==> src/rtl/writeback_queue_if.sv <==
// writeback_queue_if -- signal bundle for the writeback queue.
//   Source A  : a_valid/a_ready/a_sel/a_dat (in-order pipeline result)
//   Source B  : b_valid/b_ready/b_sel/b_dat (long-latency mul/div result)
//   RF port   : drain_en in, WEN/wsel/wdat out
//   Lookup    : rsel1/rsel2 in, hit1/hit2/hdat1/hdat2 out
// Modport slave is the queue itself; master is the surrounding pipeline.
interface writeback_queue_if;
    logic        a_valid;
    logic        a_ready;
    logic [4:0]  a_sel;
    logic [31:0] a_dat;
    logic        b_valid;
    logic        b_ready;
    logic [4:0]  b_sel;
    logic [31:0] b_dat;
    logic        drain_en;
    logic        WEN;
    logic [4:0]  wsel;
    logic [31:0] wdat;
    logic [4:0]  rsel1;
    logic [4:0]  rsel2;
    logic        hit1;
    logic        hit2;
    logic [31:0] hdat1;
    logic [31:0] hdat2;

    modport master (
        output a_valid, a_sel, a_dat, b_valid, b_sel, b_dat, drain_en, rsel1, rsel2,
        input  a_ready, b_ready, WEN, wsel, wdat, hit1, hit2, hdat1, hdat2
    );

    modport slave (
        input  a_valid, a_sel, a_dat, b_valid, b_sel, b_dat, drain_en, rsel1, rsel2,
        output a_ready, b_ready, WEN, wsel, wdat, hit1, hit2, hdat1, hdat2
    );
endinterface

==> src/rtl/writeback_queue.sv <==
// writeback_queue -- merges two register-file write sources into a circular
// pending-write FIFO that drains through the single RF write port, and offers
// a two-port lookup so decode can detect (and optionally forward) pending writes.
// Ports:
//   CLK   : clock, all state updates on rising edge
//   nRST  : asynchronous active-low reset
//   bus   : writeback_queue_if.slave (A/B sources, RF write port, lookup)
// Build option: define WB_FORWARD_EN to drive hdat1/hdat2 with forwarded data;
// without it hdat1/hdat2 are tied to 0 and only hit1/hit2 are produced.
module writeback_queue #(
    parameter int unsigned DEPTH = 4
) (
    input logic             CLK,
    input logic             nRST,
    writeback_queue_if.slave bus
);
    localparam int unsigned AW = $clog2(DEPTH);
    localparam int unsigned CW = AW + 1;
    localparam logic [CW-1:0] CntDm1 = CW'(DEPTH - 1);
    localparam logic [CW-1:0] CntDm2 = CW'(DEPTH - 2);

    logic [4:0]    sel_q [DEPTH];
    logic [31:0]   dat_q [DEPTH];
    logic [AW-1:0] head_q, tail_q;
    logic [CW-1:0] count_q, count_d;

    logic          nonempty, pop, push_a, push_b;
    logic [AW-1:0] b_slot;

    // Readiness depends only on registered count (plus a_valid for B priority).
    assign bus.a_ready = (count_q <= CntDm1);
    assign bus.b_ready = (count_q <= CntDm2) || (!bus.a_valid && (count_q <= CntDm1));

    assign nonempty = (count_q != '0);
    assign pop      = bus.drain_en && nonempty;
    assign bus.WEN  = pop;
    // Popped slots keep stale contents, so gate the head with nonempty.
    assign bus.wsel = nonempty ? sel_q[head_q] : '0;
    assign bus.wdat = nonempty ? dat_q[head_q] : '0;

    // Writes to r0 complete the handshake but are dropped.
    assign push_a  = bus.a_valid && bus.a_ready && (bus.a_sel != '0);
    assign push_b  = bus.b_valid && bus.b_ready && (bus.b_sel != '0);
    // B lands behind A when both are stored this cycle, keeping A older.
    assign b_slot  = push_a ? tail_q + AW'(1) : tail_q;
    assign count_d = count_q + CW'(push_a) + CW'(push_b) - CW'(pop);

    always_ff @(posedge CLK or negedge nRST) begin
        if (!nRST) begin
            head_q  <= '0;
            tail_q  <= '0;
            count_q <= '0;
            for (int i = 0; i < DEPTH; i++) begin
                sel_q[i] <= '0;
                dat_q[i] <= '0;
            end
        end else begin
            if (push_a) begin
                sel_q[tail_q] <= bus.a_sel;
                dat_q[tail_q] <= bus.a_dat;
            end
            if (push_b) begin
                sel_q[b_slot] <= bus.b_sel;
                dat_q[b_slot] <= bus.b_dat;
            end
            head_q  <= head_q + AW'(pop);
            tail_q  <= tail_q + AW'(push_a) + AW'(push_b);
            count_q <= count_d;
        end
    end

    // Lookup walks oldest to youngest so the last match wins (youngest data).
    // Only registered entries are searched; same-cycle enqueues are invisible,
    // while the head being popped still matches.
    logic          hit1, hit2;
    logic [AW-1:0] idx;
`ifdef WB_FORWARD_EN
    logic [31:0]   hd1, hd2;
`endif

    always_comb begin
        hit1 = 1'b0;
        hit2 = 1'b0;
        idx  = head_q;
`ifdef WB_FORWARD_EN
        hd1  = '0;
        hd2  = '0;
`endif
        for (int k = 0; k < DEPTH; k++) begin
            idx = head_q + AW'(k);
            if (CW'(k) < count_q) begin
                if ((bus.rsel1 != '0) && (sel_q[idx] == bus.rsel1)) begin
                    hit1 = 1'b1;
`ifdef WB_FORWARD_EN
                    hd1  = dat_q[idx];
`endif
                end
                if ((bus.rsel2 != '0) && (sel_q[idx] == bus.rsel2)) begin
                    hit2 = 1'b1;
`ifdef WB_FORWARD_EN
                    hd2  = dat_q[idx];
`endif
                end
            end
        end
    end

    assign bus.hit1 = hit1;
    assign bus.hit2 = hit2;
`ifdef WB_FORWARD_EN
    assign bus.hdat1 = hd1;
    assign bus.hdat2 = hd2;
`else
    assign bus.hdat1 = '0;
    assign bus.hdat2 = '0;
`endif
endmodule

==> src/flat_wrapper.sv <==
// flat-port wrapper written by rule: the top's interface ports become plain ports
module writeback_queue_flat 
#(
    parameter int unsigned DEPTH = 4
)
  (CLK, nRST, bus_a_valid, bus_a_sel, bus_a_dat, bus_b_valid, bus_b_sel, bus_b_dat, bus_drain_en, bus_rsel1, bus_rsel2, bus_a_ready, bus_b_ready, bus_WEN, bus_wsel, bus_wdat, bus_hit1, bus_hit2, bus_hdat1, bus_hdat2);
  writeback_queue_if bus_i ();
  input logic CLK;
  input logic nRST;
  input wire logic [$bits(bus_i.a_valid)-1:0] bus_a_valid;
  input wire logic [$bits(bus_i.a_sel)-1:0] bus_a_sel;
  input wire logic [$bits(bus_i.a_dat)-1:0] bus_a_dat;
  input wire logic [$bits(bus_i.b_valid)-1:0] bus_b_valid;
  input wire logic [$bits(bus_i.b_sel)-1:0] bus_b_sel;
  input wire logic [$bits(bus_i.b_dat)-1:0] bus_b_dat;
  input wire logic [$bits(bus_i.drain_en)-1:0] bus_drain_en;
  input wire logic [$bits(bus_i.rsel1)-1:0] bus_rsel1;
  input wire logic [$bits(bus_i.rsel2)-1:0] bus_rsel2;
  output wire logic [$bits(bus_i.a_ready)-1:0] bus_a_ready;
  output wire logic [$bits(bus_i.b_ready)-1:0] bus_b_ready;
  output wire logic [$bits(bus_i.WEN)-1:0] bus_WEN;
  output wire logic [$bits(bus_i.wsel)-1:0] bus_wsel;
  output wire logic [$bits(bus_i.wdat)-1:0] bus_wdat;
  output wire logic [$bits(bus_i.hit1)-1:0] bus_hit1;
  output wire logic [$bits(bus_i.hit2)-1:0] bus_hit2;
  output wire logic [$bits(bus_i.hdat1)-1:0] bus_hdat1;
  output wire logic [$bits(bus_i.hdat2)-1:0] bus_hdat2;
  assign bus_i.a_valid = bus_a_valid;
  assign bus_i.a_sel = bus_a_sel;
  assign bus_i.a_dat = bus_a_dat;
  assign bus_i.b_valid = bus_b_valid;
  assign bus_i.b_sel = bus_b_sel;
  assign bus_i.b_dat = bus_b_dat;
  assign bus_i.drain_en = bus_drain_en;
  assign bus_i.rsel1 = bus_rsel1;
  assign bus_i.rsel2 = bus_rsel2;
  assign bus_a_ready = bus_i.a_ready;
  assign bus_b_ready = bus_i.b_ready;
  assign bus_WEN = bus_i.WEN;
  assign bus_wsel = bus_i.wsel;
  assign bus_wdat = bus_i.wdat;
  assign bus_hit1 = bus_i.hit1;
  assign bus_hit2 = bus_i.hit2;
  assign bus_hdat1 = bus_i.hdat1;
  assign bus_hdat2 = bus_i.hdat2;
  writeback_queue #(.DEPTH(DEPTH)) u_core (.CLK(CLK), .nRST(nRST), .bus(bus_i));
endmodule
==> config.mk <==
export PLATFORM = sky130hd
export DESIGN_NAME = writeback_queue_flat
export DESIGN_NICKNAME = d
export VERILOG_FILES = /design/src/rtl/writeback_queue_if.sv /design/src/rtl/writeback_queue.sv /design/src/flat_wrapper.sv
export SDC_FILE = /design/constraint.sdc
export NUM_CORES = 1
export LEC_CHECK = 0
export CAP_MARGIN = 20
export CELL_PAD_IN_SITES_DETAIL_PLACEMENT = 0
export CELL_PAD_IN_SITES_GLOBAL_PLACEMENT = 1
export CORE_MARGIN = 3
export CORE_UTILIZATION = 41
export DETAILED_ROUTE_END_ITERATION = 6
export HOLD_SLACK_MARGIN = 0.08
export PLACE_DENSITY = 0.86
export SLEW_MARGIN = 20
export SYNTH_ARGS = -nofsm -noshare
export SYNTH_HDL_FRONTEND = slang
export SYNTH_SLANG_ARGS = --single-unit
==> constraint.sdc <==
create_clock -name CLK -period 3.3 [get_ports CLK]
set_input_delay 0.66 -clock CLK [delete_from_list [all_inputs] [get_ports CLK]]
set_output_delay 0.66 -clock CLK [all_outputs]
set_load 0.1 [all_outputs]
# Word-level counts from Yosys, hierarchy flattened
# Cells that the tools add are included.
# totals
regBits	155
latchBits	0
input_bits	89
mem_bits_ro	0
elab_cells	122
mem_count	0
mem_bits_rw	0
out_inout_bits	106
# op_classes
bitwise_logic	6
n_lt_le_gt_ge	14
mul	0
shifts	0
eq_ne	8
mux	50
n_addsub	10
n_div	0
reduce_logical	23
# op_table
operator	count
128-bit bitwise mux	2
128-bit two-way mux	2
32-bit two-way mux	5
32-bit demux with 2-bit select	2
32-bit binary-select mux with 2-bit select	1
5-bit two-way mux	11
5-bit binary-select mux with 2-bit select	4
20-bit bitwise mux	2
5-bit == test	8
20-bit two-way mux	2
5-bit demux with 2-bit select	2
5-bit nonzero test	4
3-bit greater-or-equal comparator (second input constant)	6
2-bit inverter with 3-bit output	6
1-bit logical AND	16
1-bit two-way mux	16
2-bit by 1-bit adder with 2-bit output	3
3-bit by 1-bit adder with 3-bit output	2
3-bit by 2-bit less-or-equal comparator with 1-bit output (second input constant)	2
1-bit by 3-bit < comparator with 1-bit output (first input constant)	2
2-bit by 3-bit < comparator with 1-bit output (first input constant)	2
3-bit by 1-bit < comparator with 1-bit output (second input constant)	2
2-bit by 1-bit adder with 2-bit output (second input constant)	2
2-bit adder (second input constant)	2
other kinds (5)	5

# Depth between registers and ports, before layout
# logic_depth
ltp_word	14
mapped_depth	12
ltp_nobuf	10

# Least setup slack after synthesis
# No wires, ideal clock.
# synth_path
path_kind	flip-flop to output port
start	reg u_core.head_q[1]
end	out bus_wdat[20]
path_slack_ns	-0.233
required_ns	2.640
stages_incl_launch_ff	7
t_arrival_ns	2.873
path_buffers	4
cell_sequence	dfrtp_1 -> buf_2 -> buf_4 -> buf_2 -> buf_1 -> mux4_2 -> nor2b_1
# synth_between
elab_chain_len	5
# synth_rtl
element	line_no	source
from (decl)	writeback_queue.sv:24	logic [AW-1:0] head_q, tail_q;
from (signal assigned)	writeback_queue.sv:66	head_q <= head_q + AW'(pop);
2-bit inverter with 3-bit output (not written as such)	writeback_queue.sv:39	assign bus.wdat = nonempty ? dat_q[head_q] : '0;
32-bit binary-select mux with 2-bit select	writeback_queue.sv:39	
32-bit two-way mux (not written as such) (2 in series)	writeback_queue.sv:39	
32-bit two-way mux	writeback_queue.sv:39	
to (decl)	flat_wrapper.sv:23	output wire logic [$bits(bus_i.wdat)-1:0] bus_wdat;
# Every way passes these cells. The select of a mux whose other input is x is not followed.

# Worst setup path after layout
# layout_path
start	reg u_core.head_q[0]
end	out bus_hit1
# layout_between
elab_chain_len	14
elab_cells_between_ends	35
classes_between	add/sub (3); eq/ne (4); mux (20); bitwise (4); reduce/logical (4)
# layout_rtl
element	line_no	source
branches (longest 13 deep; another with 2-bit by 1-bit adder with 2-bit output)	-	
1-bit two-way mux *	writeback_queue.sv:91	if (CW'(k) < count_q) begin
to (decl)	flat_wrapper.sv:24	output wire logic [$bits(bus_i.hit1)-1:0] bus_hit1;
# Mark *: on every way between the ends. The select of a mux whose other input is x is not followed.

==> run metrics <==
run status finished, violations left; violated checks setup timing; I/O pins 195; clock-pin slew on the worst setup and hold paths 0.06 ns; CTS tree yes; final standard cell utilization of the core 53.38%; global placement routability congestion 0.8256; xor and xnor area share after synthesis 4.469%; GRT met2 Usage 34.38%; met1 track demand over resource in global routing 26.02%; area occupied by registers 0.003884 mm²; maximum clock rate 299.8 MHz; Num Clock Sinks 155; Die Y-Extent 163.7 µm; global-route wire length before repair 41940 µm; maximum number of buffers from clock root to sink 2; grt peak-use layer met2; grt ovf 0; syn avg cell area 10.27 µm²; root buffer selected by CTS clkbuf_16; CTS H-Tree Depth 4; leading cell types in the layout, fill and taps excluded mux2i_1, dfrtp_1, clkdlybuf4s50_1; share of cell area taken by muxes after synthesis 26.08%; adder-cell share of the synthesized area 1.572%; first-pass iteration count of the detailed router 4; area fraction in compound gates after synthesis 9.601%; total number of placement rows 57; effective utilization at floorplan 41.78%; R2R cell count 9; average detailed-routed wire length per instance 18.11 µm; DP HPWL 18090 µm; share of synthesized cell area in and, or, nand and nor gates 10.62%; Least-Margin Pin Slew 0.7510 ns; Post-Syn Instances 992; Final Cycle Share 101.1%; Startpoint Class flip-flop; number of nets in the layout 1222; Finished Cell Area 0.01302 mm²; number of input and output port buffers inserted 130; final setup vio count 1; setup slack of the critical path after layout -0.03594 ns; top_reg_cell synth dfrtp_1; number of antenna violations at the first check in global routing 0; asr flop ratio synth 100.0%; WP data required 2.64 ns; Clock Skew 0.01741 ns; fraction of final layout cells with drive strength greater than 1 21.22%; detail-routed via count per cell 5.194; number of clock buffers inserted by TritonCTS 17; # DRC 0; Critical Path Fanout Max 5; Max transition margin 49.94%; combined area of the multi-input logic cells 0.005737 mm²; Seq cells post-synth 155; most common cell after layout, fill and taps aside mux2i_1; GR Util All Layers 20.08%; antenna diode instance count 0; overall via count from detail_route 7557; number of endpoints with negative hold slack in the final report 0; drt first-iter violations 404; endpoint of the worst-slack reg-to-reg timing path u_core.count_q[1]$_DFF_PN0_; Filler cells 2140; number of global-route vias before repair 7743; largest family of logic cells by synthesized area multiplexers; final worst path period need 3.336 ns; Synth-to-Final Area Change 27.75%; final WL 26350 µm; endpoint class of the critical path primary output; global-route met3 utilization 3.551%; Distinct cells, synth 44; critical path arrival 2.68 ns; reported max-cap violation count 0; Die Span X 163.7 µm; FF-to-FF Start u_core.count_q[2]$_DFF_PN0_; class of the worst hold path in2async; start-to-end type of the worst setup path reg2out; unrepaired setup endpoints after global routing true; final max-slew violation count 0; instance area after placement 0.01230 mm²; register-to-register setup slack 0.79 ns; Cell Area, Synth 0.01019 mm²; Ys Warns 0; later-pin clock latency in the skew report 0.43 ns; Post-synth EDFFs 0; remaining antenna violation count 0; core region area 0.02439 mm²; overall die area 0.02678 mm²; pin count of the biggest net entering global routing 77; sequential cell area fraction in the yosys report 38.06%
==> worst max-delay path, stage by stage (launching register included) <==
cell and delay (ns):
dfrtp_4 0.51, buf_6 0.16, buf_4 0.14, mux4_2 0.34
xnor2_1 0.16, nand3_1 0.08, or3_1 0.37, a21oi_1 0.15
o21a_1 0.17, buf_12 0.18
==> cell usage after synthesis, drive strengths merged (2+ instances only) <==
| cell | n | area (µm²) |
|---|---|---|
| xnor2 | 34 | 297.8 |
| nor3 | 18 | 90.09 |
| inv | 12 | 45.04 |
| nor4 | 2 | 12.51 |
| a31oi | 2 | 12.51 |
| dfrtp | 155 | 3879 |
| o21ai | 78 | 390.4 |
| nand4 | 3 | 18.77 |
| a21oi | 79 | 478.0 |
| mux4 | 41 | 923.4 |
| fa | 3 | 60.06 |
| xor2 | 18 | 157.7 |
| o22ai | 2 | 12.51 |
| o21a | 2 | 15.01 |
| mux2i | 171 | 1712 |
| o21bai | 2 | 22.52 |
| mux2 | 2 | 22.52 |
| buf | 115 | 822.0 |
| or4 | 2 | 15.01 |
| nor2b | 39 | 244.0 |
| nand2 | 85 | 349.1 |
| nor2 | 82 | 307.8 |
| nand3 | 5 | 25.02 |
| ha | 8 | 100.1 |
| clkbuf | 22 | 98.84 |
==> how the worst max path moves through the flow <==
stage                                from                           to  slack [ns]
2_1_floorplan  u_core.head_q[1]$_DFF_PN0_                     bus_hit1        0.01
3_3_place_gp                 bus_a_sel[3]  u_core.count_q[1]$_DFF_PN0_        0.03
3_5_place_dp                 bus_a_sel[3]  u_core.count_q[1]$_DFF_PN0_        0.01
4_1_cts        u_core.head_q[0]$_DFF_PN0_                     bus_hit1       -0.07
5_1_grt        u_core.head_q[0]$_DFF_PN0_                     bus_hit1       -0.14
6_report       u_core.head_q[0]$_DFF_PN0_                     bus_hit1       -0.04
==> logic make-up (layout without fill, tap and decap cells) <==
group,after synthesis,after routing
other,1,64
AND/OR/NAND/NOR,239,239
adder cells (fa/ha/maj),11,11
multiplexers,214,214
buffers and inverters,150,226
XOR/XNOR,52,52
AO/OA/AOI/OAI,170,170
flip-flops,155,155
==> per-layer routing <==
layer  vias up  part of all wire, %
li1       3586                    -
met4         0                  1.9
met5         -                    0
met2       215                   50
met3        32                  4.9
met1      3724                   43
==> metrics by stage <==
stage	hold slack [ns]	TNS, ns	worst slack, ns	cells
finish	0.2537	-0.03594	-0.03594	1455
global route	0.3108	-0.2216	-0.1440	1455
global placement	0.5269	0	0.03245	1416
CTS	0.2899	-0.07478	-0.07478	1454
detailed placement	0.5379	0	0.01228	1416
floorplan	0.3644	0	0.01026	1055
==> state kept, by name, summed over array words and instances (netlist names) <==
signal	flops
u_core.count_q	3
u_core.dat_q	128
u_core.head_q	2
u_core.sel_q	20
u_core.tail_q	2
==> area by class of cell <==
class	count	area share (%)
timing repair buffer	185	18.22
clock inverter	6	0.6920
tap	324	3.114
inverter	13	0.4325
clock buffer	22	3.642
multi-input combinational	750	44.07
sequential	155	29.83
==> timing repair <==
action,in CTS,in global routing
buffers inserted,10,1
gates cloned,0,0
endpoints found under the setup margin,9,2
pin swaps,4,3
gates resized for setup,10,5
hold buffers,0,0
Power is left out: the tool's default activity adds up to more than one toggle a clock period on the data nets, which glitch-free logic cannot reach.
